$ cat src/rtl/snn_input_loader_if.sv
// Bundle of the UART-side, core-side and status signals of snn_input_loader.
// The slave modport is the loader; the master modport is the UART receiver / SNN core side.
interface snn_input_loader_if;
  logic       rx_rdy;
  logic [7:0] rx_data;
  logic       clr_rx_rdy;
  logic [9:0] addr_input_unit;
  logic       q_input;
  logic       core_done;
  logic       start;
  logic       busy;
  logic       frame_err;

  modport slave (
    input  rx_rdy, rx_data, addr_input_unit, core_done,
    output clr_rx_rdy, q_input, start, busy, frame_err
  );

  modport master (
    output rx_rdy, rx_data, addr_input_unit, core_done,
    input  clr_rx_rdy, q_input, start, busy, frame_err
  );
endinterface

$ cat src/rtl/snn_input_loader.sv
// Unpacks 98 UART bytes LSB-first into a 784 x 1-bit image memory, starts the SNN core and
// serves its reads. Optional inter-byte timeout: define SNN_INPUT_LOADER_TIMEOUT_EN.
module snn_input_loader #(
  parameter int unsigned TIMEOUT_CYCLES = 1_000_000
) (
  input logic               clk,
  input logic               rst_n,
  snn_input_loader_if.slave ldr
);

  localparam logic [1:0] StLoad     = 2'd0;
  localparam logic [1:0] StUnpack   = 2'd1;
  localparam logic [1:0] StStart    = 2'd2;
  localparam logic [1:0] StWaitCore = 2'd3;

  localparam int unsigned MemDepth = 784;
  localparam logic [6:0]  LastByte = 7'd97;

  logic [1:0] state_q, state_d;
  logic [6:0] byte_cnt_q, byte_cnt_d;
  logic [2:0] bit_cnt_q, bit_cnt_d;
  logic [7:0] shift_q, shift_d;
  logic       q_input_q, q_input_d;
  logic       clr_rx_rdy;
  logic       mem_we;
  logic       timeout;
  logic [9:0] waddr;
  logic       mem_q [MemDepth];

`ifdef SNN_INPUT_LOADER_TIMEOUT_EN
  localparam int unsigned IdleW = $clog2(TIMEOUT_CYCLES + 1);

  logic [IdleW-1:0] idle_q, idle_d;
  logic             frame_err_q, frame_err_d;

  // Idle time only accrues between bytes of a partially received frame.
  always_comb begin
    idle_d  = '0;
    timeout = 1'b0;
    if (state_q == StLoad && !ldr.rx_rdy && byte_cnt_q != '0) begin
      if (idle_q == IdleW'(TIMEOUT_CYCLES - 1)) begin
        timeout = 1'b1;
      end else begin
        idle_d = idle_q + IdleW'(1);
      end
    end
    frame_err_d = timeout;
  end

  always_ff @(posedge clk or negedge rst_n) begin
    if (!rst_n) begin
      idle_q      <= '0;
      frame_err_q <= 1'b0;
    end else begin
      idle_q      <= idle_d;
      frame_err_q <= frame_err_d;
    end
  end

  assign ldr.frame_err = frame_err_q;
`else
  // The timeout length only matters when the feature is built in.
  logic unused_timeout_cycles;
  assign unused_timeout_cycles = ^TIMEOUT_CYCLES;
  assign timeout               = 1'b0;
  assign ldr.frame_err         = 1'b0;
`endif

  assign waddr = {byte_cnt_q, bit_cnt_q};

  always_comb begin
    state_d    = state_q;
    byte_cnt_d = byte_cnt_q;
    bit_cnt_d  = bit_cnt_q;
    shift_d    = shift_q;
    clr_rx_rdy = 1'b0;
    mem_we     = 1'b0;
    case (state_q)
      StLoad: begin
        if (ldr.rx_rdy) begin
          clr_rx_rdy = 1'b1;
          shift_d    = ldr.rx_data;
          bit_cnt_d  = 3'd0;
          state_d    = StUnpack;
        end else if (timeout) begin
          byte_cnt_d = '0;
        end
      end
      StUnpack: begin
        mem_we    = 1'b1;
        shift_d   = {1'b0, shift_q[7:1]};
        bit_cnt_d = bit_cnt_q + 3'd1;
        if (bit_cnt_q == 3'd7) begin
          if (byte_cnt_q == LastByte) begin
            state_d = StStart;
          end else begin
            byte_cnt_d = byte_cnt_q + 7'd1;
            state_d    = StLoad;
          end
        end
      end
      StStart: begin
        byte_cnt_d = '0;
        state_d    = StWaitCore;
      end
      StWaitCore: begin
        if (ldr.core_done) begin
          state_d = StLoad;
        end
      end
      default: state_d = StLoad;
    endcase
  end

  // Addresses past the image read as zero rather than aliasing into the array.
  always_comb begin
    q_input_d = 1'b0;
    if (ldr.addr_input_unit < 10'(MemDepth)) begin
      q_input_d = mem_q[ldr.addr_input_unit];
    end
  end

  always_ff @(posedge clk or negedge rst_n) begin
    if (!rst_n) begin
      state_q    <= StLoad;
      byte_cnt_q <= '0;
      bit_cnt_q  <= '0;
      shift_q    <= '0;
      q_input_q  <= 1'b0;
    end else begin
      state_q    <= state_d;
      byte_cnt_q <= byte_cnt_d;
      bit_cnt_q  <= bit_cnt_d;
      shift_q    <= shift_d;
      q_input_q  <= q_input_d;
    end
  end

  always_ff @(posedge clk) begin
    if (mem_we) begin
      mem_q[waddr] <= shift_q[0];
    end
  end

  assign ldr.clr_rx_rdy = clr_rx_rdy;
  assign ldr.start      = (state_q == StStart);
  assign ldr.busy       = (state_q == StStart) || (state_q == StWaitCore);
  assign ldr.q_input    = q_input_q;

endmodule

$ cat src/flat_wrapper.sv
// flat-port wrapper written by rule: the top's interface ports become plain ports
module snn_input_loader_flat 
#(
  parameter int unsigned TIMEOUT_CYCLES = 1_000_000
)
  (clk, rst_n, ldr_rx_rdy, ldr_rx_data, ldr_addr_input_unit, ldr_core_done, ldr_clr_rx_rdy, ldr_q_input, ldr_start, ldr_busy, ldr_frame_err);
  snn_input_loader_if ldr_i ();
  input logic clk;
  input logic rst_n;
  input wire logic [$bits(ldr_i.rx_rdy)-1:0] ldr_rx_rdy;
  input wire logic [$bits(ldr_i.rx_data)-1:0] ldr_rx_data;
  input wire logic [$bits(ldr_i.addr_input_unit)-1:0] ldr_addr_input_unit;
  input wire logic [$bits(ldr_i.core_done)-1:0] ldr_core_done;
  output wire logic [$bits(ldr_i.clr_rx_rdy)-1:0] ldr_clr_rx_rdy;
  output wire logic [$bits(ldr_i.q_input)-1:0] ldr_q_input;
  output wire logic [$bits(ldr_i.start)-1:0] ldr_start;
  output wire logic [$bits(ldr_i.busy)-1:0] ldr_busy;
  output wire logic [$bits(ldr_i.frame_err)-1:0] ldr_frame_err;
  assign ldr_i.rx_rdy = ldr_rx_rdy;
  assign ldr_i.rx_data = ldr_rx_data;
  assign ldr_i.addr_input_unit = ldr_addr_input_unit;
  assign ldr_i.core_done = ldr_core_done;
  assign ldr_clr_rx_rdy = ldr_i.clr_rx_rdy;
  assign ldr_q_input = ldr_i.q_input;
  assign ldr_start = ldr_i.start;
  assign ldr_busy = ldr_i.busy;
  assign ldr_frame_err = ldr_i.frame_err;
  snn_input_loader #(.TIMEOUT_CYCLES(TIMEOUT_CYCLES)) u_core (.clk(clk), .rst_n(rst_n), .ldr(ldr_i));
endmodule
$ cat config.mk
export PLATFORM = sky130hd
export DESIGN_NAME = snn_input_loader_flat
export DESIGN_NICKNAME = d
export VERILOG_FILES = /design/src/rtl/snn_input_loader_if.sv /design/src/rtl/snn_input_loader.sv /design/src/flat_wrapper.sv
export SDC_FILE = /design/constraint.sdc
export NUM_CORES = 1
export LEC_CHECK = 0
export BUFFER_PORTS_ARGS = -buffer_cell sky130_fd_sc_hd__buf_2
export CAP_MARGIN = 15
export CELL_PAD_IN_SITES_DETAIL_PLACEMENT = 1
export CELL_PAD_IN_SITES_GLOBAL_PLACEMENT = 1
export CORE_AREA = 2 2 250 252
export DETAILED_ROUTE_END_ITERATION = 10
export DIE_AREA = 0 0 252 254
export PLACE_DENSITY = 0.86
export SLEW_MARGIN = 20
export SYNTH_ARGS = -nofsm -noshare
export SYNTH_HDL_FRONTEND = slang
export SYNTH_SLANG_ARGS = --single-unit
$ cat constraint.sdc
create_clock -name clk -period 25.9 [get_ports clk]
set_clock_uncertainty 0.2 [all_clocks]
set_input_delay 5.18 -clock clk [delete_from_list [all_inputs] [get_ports clk]]
set_output_delay 5.18 -clock clk [all_outputs]
set_load 0.01 [all_outputs]
==> results.txt <==
status: finished clean
Yosys reg bits: 805
Max Cap Viol: 0
clk root buf: clkbuf_16
Post-Syn Area: 35,200 um2
Hold Crit Depth: 2
critical path's most frequent cell: buf_2
clock-pin slew on the worst setup and hold paths: 60 ps
die height: 254 um
vias in the first global route: 23,700
RSZ-0062 raised after global routing: no
DRC Markers: 0
slowest CP cell: and2_1
Clock Power Share: 0.364
Via Count: 22,200
Post-DP HPWL: 57,400 um
Top delay family on crit path: buffers and inverters
M3 GR Usage: 0.0811
Critical Path Source Type: input port
CP Cell Sequence: buf_2 > and2_1 > buf_2
total CTS buffers: 83
min-delay src: u_core.shift_q[7]
hold buffers post-CTS: 0
Die Area: 64,000 um2
Placeable Area: 61,300 um2
DRT iter0 DRCs: 2,849
worst r2r dst: u_core.mem_q[33]
R2R Path Start: u_core.shift_q[0]
Hold Fails Final Rpt: 0
Final Setup Violations: 0
hold endpoint: u_core.shift_q[7]
Synth Flop Type: edfxtp_1
syn_nets: 2,500
H-tree depth: 3
YS warnings: 0
fin crit share: 0.427
setup TNS: 0 ps
Req. time, crit path: 20,520 ps
GRT overflow: 0
Logic pwr share: 0.126
cell-internal power: 0.00231 W
Ports: 27
Distinct cells, synth: 55
met2 Usage GRT: 0.561
Worst R2R Setup Slack: 21,840 ps
CTS Buffer Depth: 3
leakage: 11.6 nW
Setup Fix Bufs, Post-CTS: 0
layout net count: 2,430
share of cells above drive strength 1: 0.164
Cells after Synth: 2,465
final wirelength: 107,000 um
maximum fanout along the worst path: 9
Max stage delay on crit path: 180 ps
CTS tree: yes
Setup crit end kind: output pin
syn_area_per_cell: 14.3 um2
Slew Viols, Final: 0
GRT Overall Usage: 0.338
first-pass GRT wire length: 154,000 um
initial antenna violation count: 2
VDD IR max: 0.0879 mV
number of synthesized flops with an enable pin: 784
cell area power density: 82.2 nW/um2
Net Sw Power: 0.000848 W
cts repair resizes: 0
Clk Latency, worst-skew pair: 640 ps
reg2reg path depth: 3
pin count of the biggest net entering global routing: 319
filler cell count: 5,514
Area Overhead vs Synth: 8.91%
Slew HR: 0.228
PortBufs: 25
Min Hold Slack: 337 ps
Max Fclk: 0.0904 GHz
Arrival @ worst endpoint: 5680 ps
Slew @ Worst Pin: 1160 ps
starting density of the core: 0.575
Die Wd: 252 um
Std-Cell Rows: 91
register area share after synthesis: 0.683
sw frac: 0.269
Antenna Cells: 0
sequential fraction of design power: 0.510
met1 Use GR: 0.416
GR peak layer: met2
drt first pass iters: 5
post-route antenna net violation count: 0
wire per inst: 32.8 um
fin crit period: 11,060 ps
WS Path Type: input port to output pin
clock sink total: 805
asr flop ratio synth: 0.0261
Final Wtd Congestion: 0.801
Hold WC Path Type: flop to flop
Vias/cell: 6.84
CP bufs+invs: 2
[cells in the final DEF (no fill, tap or decap), types with 22 or more instances in the layout]
| cell | synthesis | final |
|---|---|---|
| mux2i_1 | 64 | 64 |
| buf_2 | 25 | 22 |
| clkbuf_1 | 160 | 24 |
| clkbuf_16 | 0 | 85 |
| nand2_1 | 93 | 77 |
| mux4_2 | 189 | 189 |
| buf_4 | 9 | 43 |
| o21ai_0 | 29 | 29 |
| nand3_1 | 26 | 22 |
| nor2_1 | 812 | 811 |
| edfxtp_1 | 784 | 784 |
[cell type report]
cell class	count	area [um2]	area share
inverter	15	56.3	0.00147
multi-input combinational	1418	10200	0.265
clock buffer	109	2220	0.0578
sequential	805	24100	0.627
timing repair buffer	72	552	0.0144
tap	790	988	0.0257
clock inverter	42	323	0.00841
[metrics by stage]
step	power (W)	worst slack, ps	util	std cells	cell area [um2]
after floorplan	0.00196	14520	-	2465	35200
after global placement	0.00198	14830	0.584	3099	35800
after detailed placement	0.00201	14830	0.584	3099	35800
after CTS	0.00315	14830	0.625	3250	38300
after global routing	0.00323	14780	0.627	3251	38400
final	0.00316	14840	0.627	3251	38400
[worst max path at each step]
stage / startpoint / end / slack [ps] / cells past startpoint
final: ldr_rx_rdy / ldr_clr_rx_rdy / 14840 / 3
after global placement: ldr_rx_rdy / ldr_clr_rx_rdy / 14830 / 3
after CTS: ldr_rx_rdy / ldr_clr_rx_rdy / 14830 / 3
after floorplan: u_core.shift_q[0] / u_core.mem_q[0] / 14520 / 0
after global routing: ldr_rx_rdy / ldr_clr_rx_rdy / 14780 / 3
after detailed placement: ldr_rx_rdy / ldr_clr_rx_rdy / 14830 / 3
[power by group through the flow]
stage / combinational (W) / sequential (W) / clock, W
6_report: 0.000397 / 0.00161 / 0.00115
5_1_grt: 0.000414 / 0.00161 / 0.00120
4_1_cts: 0.000379 / 0.00161 / 0.00116
3_5_place_dp: 0.000375 / 0.00164 / 0
3_3_place_gp: 0.000349 / 0.00163 / 0
2_1_floorplan: 0.000162 / 0.00179 / 0
[worst min-delay path, cell delays in order, from the launching register on]
cell and delay, ps:
dfrtp_1 370, nand2_1 50, o21ai_0 70
[Yosys cell counts (2+ instances only)]
cell / n / area (um2)
o211ai_1: 4 / 30.0
nand2b_1: 7 / 43.8
buf_4: 9 / 67.6
a31oi_1: 15 / 93.8
ha_1: 13 / 163
a311o_1: 3 / 30.0
nor3_1: 10 / 50.1
inv_1: 12 / 45.0
a311oi_1: 4 / 35.0
or2_2: 3 / 18.8
edfxtp_1: 784 / 23500
o21ai_0: 29 / 145
and3b_1: 2 / 17.5
a211oi_1: 6 / 45.0
nor4_1: 2 / 12.5
nor3b_1: 4 / 30.0
o31ai_1: 2 / 15.0
inv_2: 2 / 7.51
mux4_2: 189 / 4260
o22ai_1: 8 / 50.1
or3_1: 3 / 18.8
a21oi_1: 13 / 65.1
buf_6: 11 / 124
dfrtp_1: 21 / 526
o2111ai_1: 7 / 61.3
a21o_1: 3 / 22.5
nand4_1: 4 / 25.0
a22o_1: 5 / 43.8
nor2_1: 812 / 3050
mux2i_1: 64 / 641
nand3_1: 26 / 130
buf_2: 25 / 125
a221oi_1: 16 / 140
and3_1: 3 / 18.8
nand2_1: 93 / 349
clkbuf_1: 160 / 601
mux2_2: 8 / 90.1
o21a_1: 2 / 15.0
nor2b_1: 18 / 113
and2_1: 9 / 56.3
a22oi_1: 20 / 150
buf_1: 21 / 78.8
[metal layers]
metal | share of wire | wire length [um]
met2 | 0.50 | 52800
met4 | 0.052 | 5520
met3 | 0.10 | 10900
met5 | 0.00012 | 13
met1 | 0.35 | 37400
[registers in the layout, summed over array words and instances (netlist names), named ones only]
register and cells:
u_core.bit_cnt_q 3, u_core.byte_cnt_q 7, u_core.ldr.q_input 1, u_core.mem_q 784, u_core.shift_q 8, u_core.state_q 1
[cell families (layout without fill, tap and decap cells)]
logic type / after synthesis / count (layout) / synth area share
simple gates: 997 / 997 / 0.112
flops: 805 / 805 / 0.683
mux: 261 / 261 / 0.141
buf+inv: 242 / 238 / 0.0303
compound gates: 146 / 146 / 0.0289
fa+ha+maj: 13 / 13 / 0.00461
other cells: 1 / 1 / 0.000106
Note: power is estimated with default switching activity, not from simulation.
